==> src/rtl/calc_seq_ctrl.sv <==
`default_nettype none
// ============================================================================
// Module      : calc_seq_ctrl
// Description : Sequencing controller for the calculator datapath. Accepts one
//               operation at a time (add, sub, mul, div) on two unsigned
//               operands through a start/busy/done handshake and drives the
//               shared out/err display path.
//               Add/sub finish in one execute cycle. Mul is an iterative
//               shift-add and div an iterative restoring divide, each taking
//               `width` iteration cycles.
// Ports       : clk   - rising-edge clock
//               rst   - asynchronous active-high reset
//               start - request, sampled only while idle
//               op    - 0 add, 1 sub, 2 mul, 3 div (latched with start)
//               a, b  - width-bit unsigned operands (latched with start)
//               busy  - high from the accept edge until the result edge
//               done  - one-cycle pulse, result valid from this cycle
//               out   - 2*width-bit result, held until the next result
//               err   - carry/borrow/divide-by-zero flag, held with out
// Config      : CALC_DIV_EN - when defined the restoring divider is built;
//               otherwise op 3 completes like add/sub with out=0, err=1.
// Revision    : 1.0 - initial release
// ============================================================================
module calc_seq_ctrl #(
  parameter int width = 6
) (
  input  logic               clk,
  input  logic               rst,
  input  logic               start,
  input  logic [1:0]         op,
  input  logic [width-1:0]   a,
  input  logic [width-1:0]   b,
  output logic               busy,
  output logic               done,
  output logic [2*width-1:0] out,
  output logic               err
);

  // Counter must reach `width` itself: values 0..width-1 index the
  // iterations, and `width` marks the result-write cycle.
  localparam int              c_cw   = $clog2(width + 1);
  localparam logic [c_cw-1:0] c_last = c_cw'(width);

  localparam logic [1:0] c_op_add = 2'd0;
  localparam logic [1:0] c_op_sub = 2'd1;
  localparam logic [1:0] c_op_mul = 2'd2;
  localparam logic [1:0] c_op_div = 2'd3;

`ifdef CALC_DIV_EN
  localparam bit c_div_en = 1'b1;
`else
  localparam bit c_div_en = 1'b0;
`endif

  typedef enum logic [1:0] {
    S_IDLE = 2'd0,
    S_EXEC = 2'd1,
    S_ITER = 2'd2,
    S_DONE = 2'd3
  } state_t;

  state_t r_state;
  state_t w_next;

  logic [1:0]         r_op;
  logic [width-1:0]   r_a;
  logic [width-1:0]   r_b;
  logic [c_cw-1:0]    r_cnt;
  logic [2*width-1:0] r_acc;    // product accumulator
  logic [2*width-1:0] r_mcand;  // multiplicand, shifted left each iteration
  logic [width-1:0]   r_shift;  // multiplier (mul) or dividend/quotient (div)
  logic [2*width-1:0] r_out;
  logic               r_err;

  logic [width:0]     w_sum;
  logic [width:0]     w_diff;

  // Single-cycle arithmetic; the extra MSB is the carry (add) or borrow (sub).
  assign w_sum  = {1'b0, r_a} + {1'b0, r_b};
  assign w_diff = {1'b0, r_a} - {1'b0, r_b};

`ifdef CALC_DIV_EN
  logic [width-1:0]   r_rem;
  logic [width:0]     w_trial;
  logic [width:0]     w_trial_sub;
  logic [width-1:0]   w_rem_next;

  // Restoring step: bring down the next dividend bit (MSB of r_shift) and
  // try subtracting the divisor. A clear MSB on the difference means the
  // subtraction fits, which is also the new quotient bit.
  assign w_trial     = {r_rem, r_shift[width-1]};
  assign w_trial_sub = w_trial - {1'b0, r_b};
  assign w_rem_next  = w_trial_sub[width] ? w_trial[width-1:0]
                                          : w_trial_sub[width-1:0];
`endif

  // --------------------------------------------------------------------------
  // State register
  // --------------------------------------------------------------------------
  always_ff @(posedge clk or posedge rst) begin
    if (rst) begin
      r_state <= S_IDLE;
    end else begin
      r_state <= w_next;
    end
  end

  // --------------------------------------------------------------------------
  // Next-state logic
  // --------------------------------------------------------------------------
  always_comb begin
    w_next = r_state;
    case (r_state)
      S_IDLE: begin
        if (start) begin
          if ((op == c_op_mul) || (c_div_en && (op == c_op_div))) begin
            w_next = S_ITER;
          end else begin
            w_next = S_EXEC;
          end
        end
      end
      S_EXEC:  w_next = S_DONE;
      // Divide by zero reaches c_last after one cycle, so it shares this exit.
      S_ITER:  if (r_cnt == c_last) w_next = S_DONE;
      S_DONE:  w_next = S_IDLE;
      default: w_next = S_IDLE;
    endcase
  end

  assign busy = (r_state == S_EXEC) || (r_state == S_ITER);
  assign done = (r_state == S_DONE);
  assign out  = r_out;
  assign err  = r_err;

  // --------------------------------------------------------------------------
  // Datapath
  // --------------------------------------------------------------------------
  always_ff @(posedge clk or posedge rst) begin
    if (rst) begin
      r_op    <= '0;
      r_a     <= '0;
      r_b     <= '0;
      r_cnt   <= '0;
      r_acc   <= '0;
      r_mcand <= '0;
      r_shift <= '0;
      r_out   <= '0;
      r_err   <= 1'b0;
`ifdef CALC_DIV_EN
      r_rem   <= '0;
`endif
    end else begin
      case (r_state)
        S_IDLE: begin
          if (start) begin
            r_op    <= op;
            r_a     <= a;
            r_b     <= b;
            r_cnt   <= '0;
            r_acc   <= '0;
            r_mcand <= {{width{1'b0}}, a};
`ifdef CALC_DIV_EN
            r_rem   <= '0;
            r_shift <= (op == c_op_div) ? a : b;
`else
            r_shift <= b;
`endif
          end
        end

        S_EXEC: begin
          case (r_op)
            c_op_add: begin
              r_out <= {{(width-1){1'b0}}, w_sum};
              r_err <= w_sum[width];
            end
            c_op_sub: begin
              r_out <= {{(width-1){w_diff[width]}}, w_diff};
              r_err <= w_diff[width];
            end
            // Only op 3 without the divider arrives here.
            default: begin
              r_out <= '0;
              r_err <= 1'b1;
            end
          endcase
        end

        S_ITER: begin
          if (r_cnt != c_last) begin
`ifdef CALC_DIV_EN
            if (r_op == c_op_div) begin
              if (r_b == '0) begin
                // Skip straight to the result-write cycle.
                r_cnt <= c_last;
              end else begin
                r_rem   <= w_rem_next;
                r_shift <= {r_shift[width-2:0], ~w_trial_sub[width]};
                r_cnt   <= r_cnt + c_cw'(1);
              end
            end else
`endif
            begin
              if (r_shift[0]) begin
                r_acc <= r_acc + r_mcand;
              end
              r_mcand <= r_mcand << 1;
              r_shift <= {1'b0, r_shift[width-1:1]};
              r_cnt   <= r_cnt + c_cw'(1);
            end
          end else begin
`ifdef CALC_DIV_EN
            if (r_op == c_op_div) begin
              if (r_b == '0) begin
                r_out <= '0;
                r_err <= 1'b1;
              end else begin
                r_out <= {r_rem, r_shift};
                r_err <= 1'b0;
              end
            end else
`endif
            begin
              r_out <= r_acc;
              r_err <= 1'b0;
            end
          end
        end

        default: begin
        end
      endcase
    end
  end

endmodule
`default_nettype wire
==> config.mk <==
export PLATFORM = sky130hd
export DESIGN_NAME = calc_seq_ctrl
export DESIGN_NICKNAME = d
export VERILOG_FILES = /design/src/rtl/calc_seq_ctrl.sv
export SDC_FILE = /design/constraint.sdc
export NUM_CORES = 1
export LEC_CHECK = 0
export BUFFER_PORTS_ARGS = -buffer_cell sky130_fd_sc_hd__buf_2
export CAP_MARGIN = 20
export CORE_ASPECT_RATIO = 0.6
export CORE_MARGIN = 1
export CORE_UTILIZATION = 60
export CTS_BUF_LIST = sky130_fd_sc_hd__clkbuf_4 sky130_fd_sc_hd__clkbuf_8 sky130_fd_sc_hd__clkbuf_16
export CTS_CLUSTER_SIZE = 12
export DETAILED_ROUTE_END_ITERATION = 10
export MAX_ROUTING_LAYER = met4
export PLACE_DENSITY_LB_ADDON = 0.05
export SLEW_MARGIN = 15
export SYNTH_ARGS = -nofsm -noshare
export SYNTH_HDL_FRONTEND = slang
export SYNTH_SLANG_ARGS = --single-unit
==> constraint.sdc <==
create_clock -name clk -period 2.4 [get_ports clk]
set_clock_uncertainty 0.1 [all_clocks]
set_input_delay 0.48 -clock clk [delete_from_list [all_inputs] [get_ports clk]]
set_output_delay 0.48 -clock clk [all_outputs]
set_load 0.03 [all_outputs]
After elaboration in Yosys (flattened, before gate mapping)
Cells that the tools add are included.

cells by class
  shift operators = 0
  add/sub/neg operators = 4
  bitwise gates (word level) = 0
  $lt $le $gt $ge = 0
  $mul = 0
  divide/modulo/power cells = 0
  multiplexer cells = 23
  eq/ne operators = 12
  reductions and logical operators = 10

operators with widths
  cell                 count
  $pmux 12 s2          4
  $mux 12              6
  $add 12x12->12       1
  $mux 6               2
  $pmux 6 s2           1
  $ne 2x2->1 const B   4
  $pmux 2 s4           1
  $add 6x6->7          1
  $sub 6x6->7          1
  $eq 2x2->1 const B   3
  $mux 2               3
  $mux 3               2
  $pmux 3 s2           1
  $reduce_and 2->1     3
  $eq 2x1->1 const B   2
  $logic_not 2->1      2
  $pmux 1 s2           2
  $reduce_and 4->1     1
  $reduce_bool 2->1    2
  $add 3x1->3 const B  1
  $eq 3x3->1 const B   1
  $ne 3x3->1 const B   1
  $reduce_and 3->1     1
  $ne 2x1->1 const B   1
  other kinds (2)      2

storage, ports and cells
  word-level logic and storage cells = 59
  bits in registers = 62
  memories kept = 0
  ROM bits = 0
  bits of input ports = 17
  RAM bits = 0
  latch bits = 0

Logic depth before layout (Yosys ltp)
  word-level depth = 4
  gate-level depth with buffers = 10
  depth with buffers taken out = 10

Worst setup path before layout
Ideal clock, no wire load.

  path type = register to register
  start point = register r_a[0]
  end point = register r_out[4] (netlist: out[4])
  data arrival time = 2.035 ns
  data required time = 2.204 ns
  stages on the path, launching flop included = 11
  period minus slack after synthesis = 2.231 ns
  path slack = 0.169 ns
  setup time = 0.096 ns
  path buffers = 0
  cells stage by stage = dfrtp_1 -> inv_1 -> ha_1 -> inv_1 -> fa_1 -> a21o_1 -> a21oi_1 -> nor2_1 -> o21ai_1 -> or3b_1 -> o31ai_1

between the ends
  word-level cells in the longest chain between the ends = 3
  elaborated cells between the ends (all ways) = 4

ends and longest elaborated chain
  item                                               line    source
  from (decl)                                        66      logic [width-1:0] r_a;
  from (signal assigned)                             142     r_a <= '0;
  from (signal assigned)                             158     r_a <= a;
  $sub 6x6->7 / $add 6x6->7 (equally long branches)  80, 79
  $pmux 12 s2 *                                      173     case (r_op)
  $pmux 12 s2 *                                      154     case (r_state)
  to (signal assigned)                               175     r_out <= {{(width-1){1'b0}}, w_sum};
  to (signal assigned)                               179     r_out <= {{(width-1){w_diff[width]}}, w_diff};
  to (signal assigned)                               225     r_out <= r_acc;
  to (decl)                                          72      logic [2*width-1:0] r_out;

Mark *: on every way between the ends. The rest lies on a longest branch, timed or not.
A chain may end at the register's enable or synchronous reset.

Worst setup path in the final report
  start point = register r_acc[0]
  end point = register r_acc[8]

between the ends
  word-level cells in the longest chain between the ends = 4

ends and longest elaborated chain
  item                    line  source
  from (decl)             69    logic [2*width-1:0] r_acc;
  from (signal assigned)  206   r_acc <= r_acc + r_mcand;
  $add 12x12->12          206
  $mux 12                 205   if (r_shift[0]) begin
  $mux 12                 191   if (r_cnt != c_last) begin
  $pmux 12 s2             154

Every way passes these cells. The select of a mux whose other input is x is not followed.

==> impl_results.md <==
- Status: finished clean
- Fmax: ~430 MHz
- Unrepaired setup endpoints after global routing: yes
- Hold slack: 0.0879 ns
- Routed wire length: around 8000 um
- Crit end category: flop
- Clk_lat worst skew: 0.34 ns
- Setup total negative slack: 0 ns
- Crit-path max FO: 3
- Initial DRT Pass Iterations: 4
- Fin crit share: 0.965
- DIE AREA: 6240 um^2
- PD cells: approximately 1600 nW/um^2
- Final instance area: 4100 um^2
- CTS hold repair buffers: 0
- DP Wirelength: 5970 um
- Final Worst Setup Slack: 0.0840 ns
- Core footprint: ~5600 um^2
- Synthesized instance count: 354
- Fin nets: 442
- # DRC: 0
- Worst path required time: around 2.5 ns
- Final hold violation count: 0
- Worst hold-check path type: input port to asynchronous set/reset pin
- Dpl cell area: 3850 um^2
- Antenna Cells: 0
- # Max-Cap Violations: 0
- Tot GR Track Use: 0.300
- Tmin final: roughly 2.3 ns
- Commonest cells after routing, fill and taps aside: dfrtp_1, nand2_1, o21ai_0
- Synth Cell Area: 3550 um^2
- Synth top area share: 0.437
- Placer Congestion: approximately 0.88
- Least-Margin Pin Slew: between 0.4 and 0.5 ns
- Initial antenna violation count: 0
- Yosys reg bits: 62
- Initial DRC Count: roughly 190
- Root Buffer: clkbuf_8
- Layout cell share with drive strength beyond 1: 0.226
- Worst slew margin: 0.682
- Final core occ: 0.726
- WS Path Type: flop to flop
- Post-DR wirelength/cell: about 17 um
- Die height: ~60 um
- Seq/Total Area, Yosys: 0.437
- Synth area leader: dfrtp_1
- Antenna Nets Post-Route: 0
- # rows: 21
- Synth area leaders: dfrtp_1, ha_1, o21ai_0
- Final setup viols: 0
- Num ports: 32
- Yosys Warn Count: 0
- Clk slew on worst S/H paths: around 0.070 ns
- Startpoint Class: flop
- CTS tree: yes
- Count of input and output buffers: 31
- Worst VDD drop: around 1.1 mV
- CP Data Arrival Time: 2.43 ns
- Routed via count: roughly 2,800
- Clk sink count: 62
- First-pass GRT wire length: about 13,000 um
- Pre-CTS WS: around 0.0021 ns
- Count of different cell masters after synthesis: 49
- Starting Density: 0.629
- Total CTS buffers: 9
- GRT overflow: 0
- Area growth, synth to finish: 15.4%
- Post-synth net total: between 400 and 500
- Synth Area per Inst: 10.0 um^2
- Die width: roughly 100 um
- Leakage power: roughly 2.0 nW
- Fin. max-slew vios: 0
- Largest net degree at the start of global routing: 63
- H-tree Lvls: 3
- Most common cell after layout, fill and taps aside: dfrtp_1
- Vias in the first global route: between 2,000 and 2,500
- Max clock buf depth: 2
- Vias/cell: 5.79
## power breakdown
group	switching, mW	internal (mW)
registers	0.408	1.51
logic	2.19	1.55
clock network	0.395	0.632
## logic make-up (layout without fill, tap and decap cells)
family | Yosys count | in the layout | share of synthesized area
AO/OA/AOI/OAI | 101 | 101 | 0.188
AND/OR/NAND/NOR | 87 | 87 | 0.112
XOR/XNOR | 11 | 11 | 0.0271
buffers and inverters | 35 | 79 | 0.0391
adder cells (fa/ha/maj) | 31 | 31 | 0.115
multiplexers | 27 | 27 | 0.0810
flip-flops | 62 | 62 | 0.437
## what timing repair did
action,in CTS,in global routing
pin swaps,0,0
setup buffers,0,2
endpoints found under the setup margin,2,9
resized for setup,2,5
## per-layer routing
| metal | vias up | wire length (um) | track usage |
|---|---|---|---|
| met5 | - | 0 | - |
| met4 | 0 | 55 | 0.0725 |
| met3 | 6 | 443 | 0.0738 |
| met2 | 83 | 3420 | 0.412 |
| met1 | 1345 | 4160 | 0.442 |
| li1 | 1334 | - | - |
## synthesized netlist by cell type (all sizes together)
library cell  number
dfrtp             62
nand2b             4
nand3b             1
nor3               6
fa                 3
xor2               4
a32o               1
o31ai              6
o2111ai            2
clkbuf            11
nor3b              1
a22o              18
nand3              8
nor4               1
o21bai             1
a21o               3
nor2b              4
o31a               1
a211o              1
o21ai             36
a211oi             3
nor2              16
o211ai             1
a2111oi            1
and4               1
buf                5
o21a               1
inv               19
mux2i             13
mux2              14
a22oi              1
nand2             41
or3b               1
o311ai             1
xnor2              7
a21oi             24
and3               1
ha                28
and2               1
or3                1
## flip-flops by register name, summed over array words and instances (netlist names)
register and count:
r_mcand 12, r_state 2, r_a 6, out 12, r_shift 6, r_b 6
r_acc 12, err 1, r_cnt 3, r_op 2
## critical path: stages, from the launching register on
cell and delay [ns]:
dfrtp_1 0.41, ha_1 0.25, fa_2 0.38, a211oi_2 0.21
o21ai_2 0.11, nand3_1 0.09, a21oi_1 0.07, or3_1 0.31
a32o_1 0.25
## worst paths after layout
check	startpoint	endpoint	slack [ns]	cells past startpoint
worst max-delay path	r_acc[0]	r_acc[8]	0.08	8
worst min-delay path	rst	r_op[0]	0.09	3
worst max register to register	r_acc[0]	r_acc[8]	0.08	8
worst min register to register	out[6]	out[6]	0.38	2
max in group asynchronous	rst	out[10]	1.84	3
min in group clk	op[1]	r_op[1]	0.29	2
## metrics by stage
stage          cells  total power, mW
2_1_floorplan    354             4.61
3_3_place_gp     461             5.41
3_5_place_dp     461             5.53
4_1_cts          476             6.61
5_1_grt          478             7.24
6_report         478             6.68
## layout make-up
type	instances	area, um^2
fill	433	1550
clock inverter	4	70.1
sequential	62	1550
multi-input combinational	257	1880
tap	80	100
clock buffer	11	151
inverter	19	71.3
timing repair buffer	45	273
(Power assumes the default switching activity.)
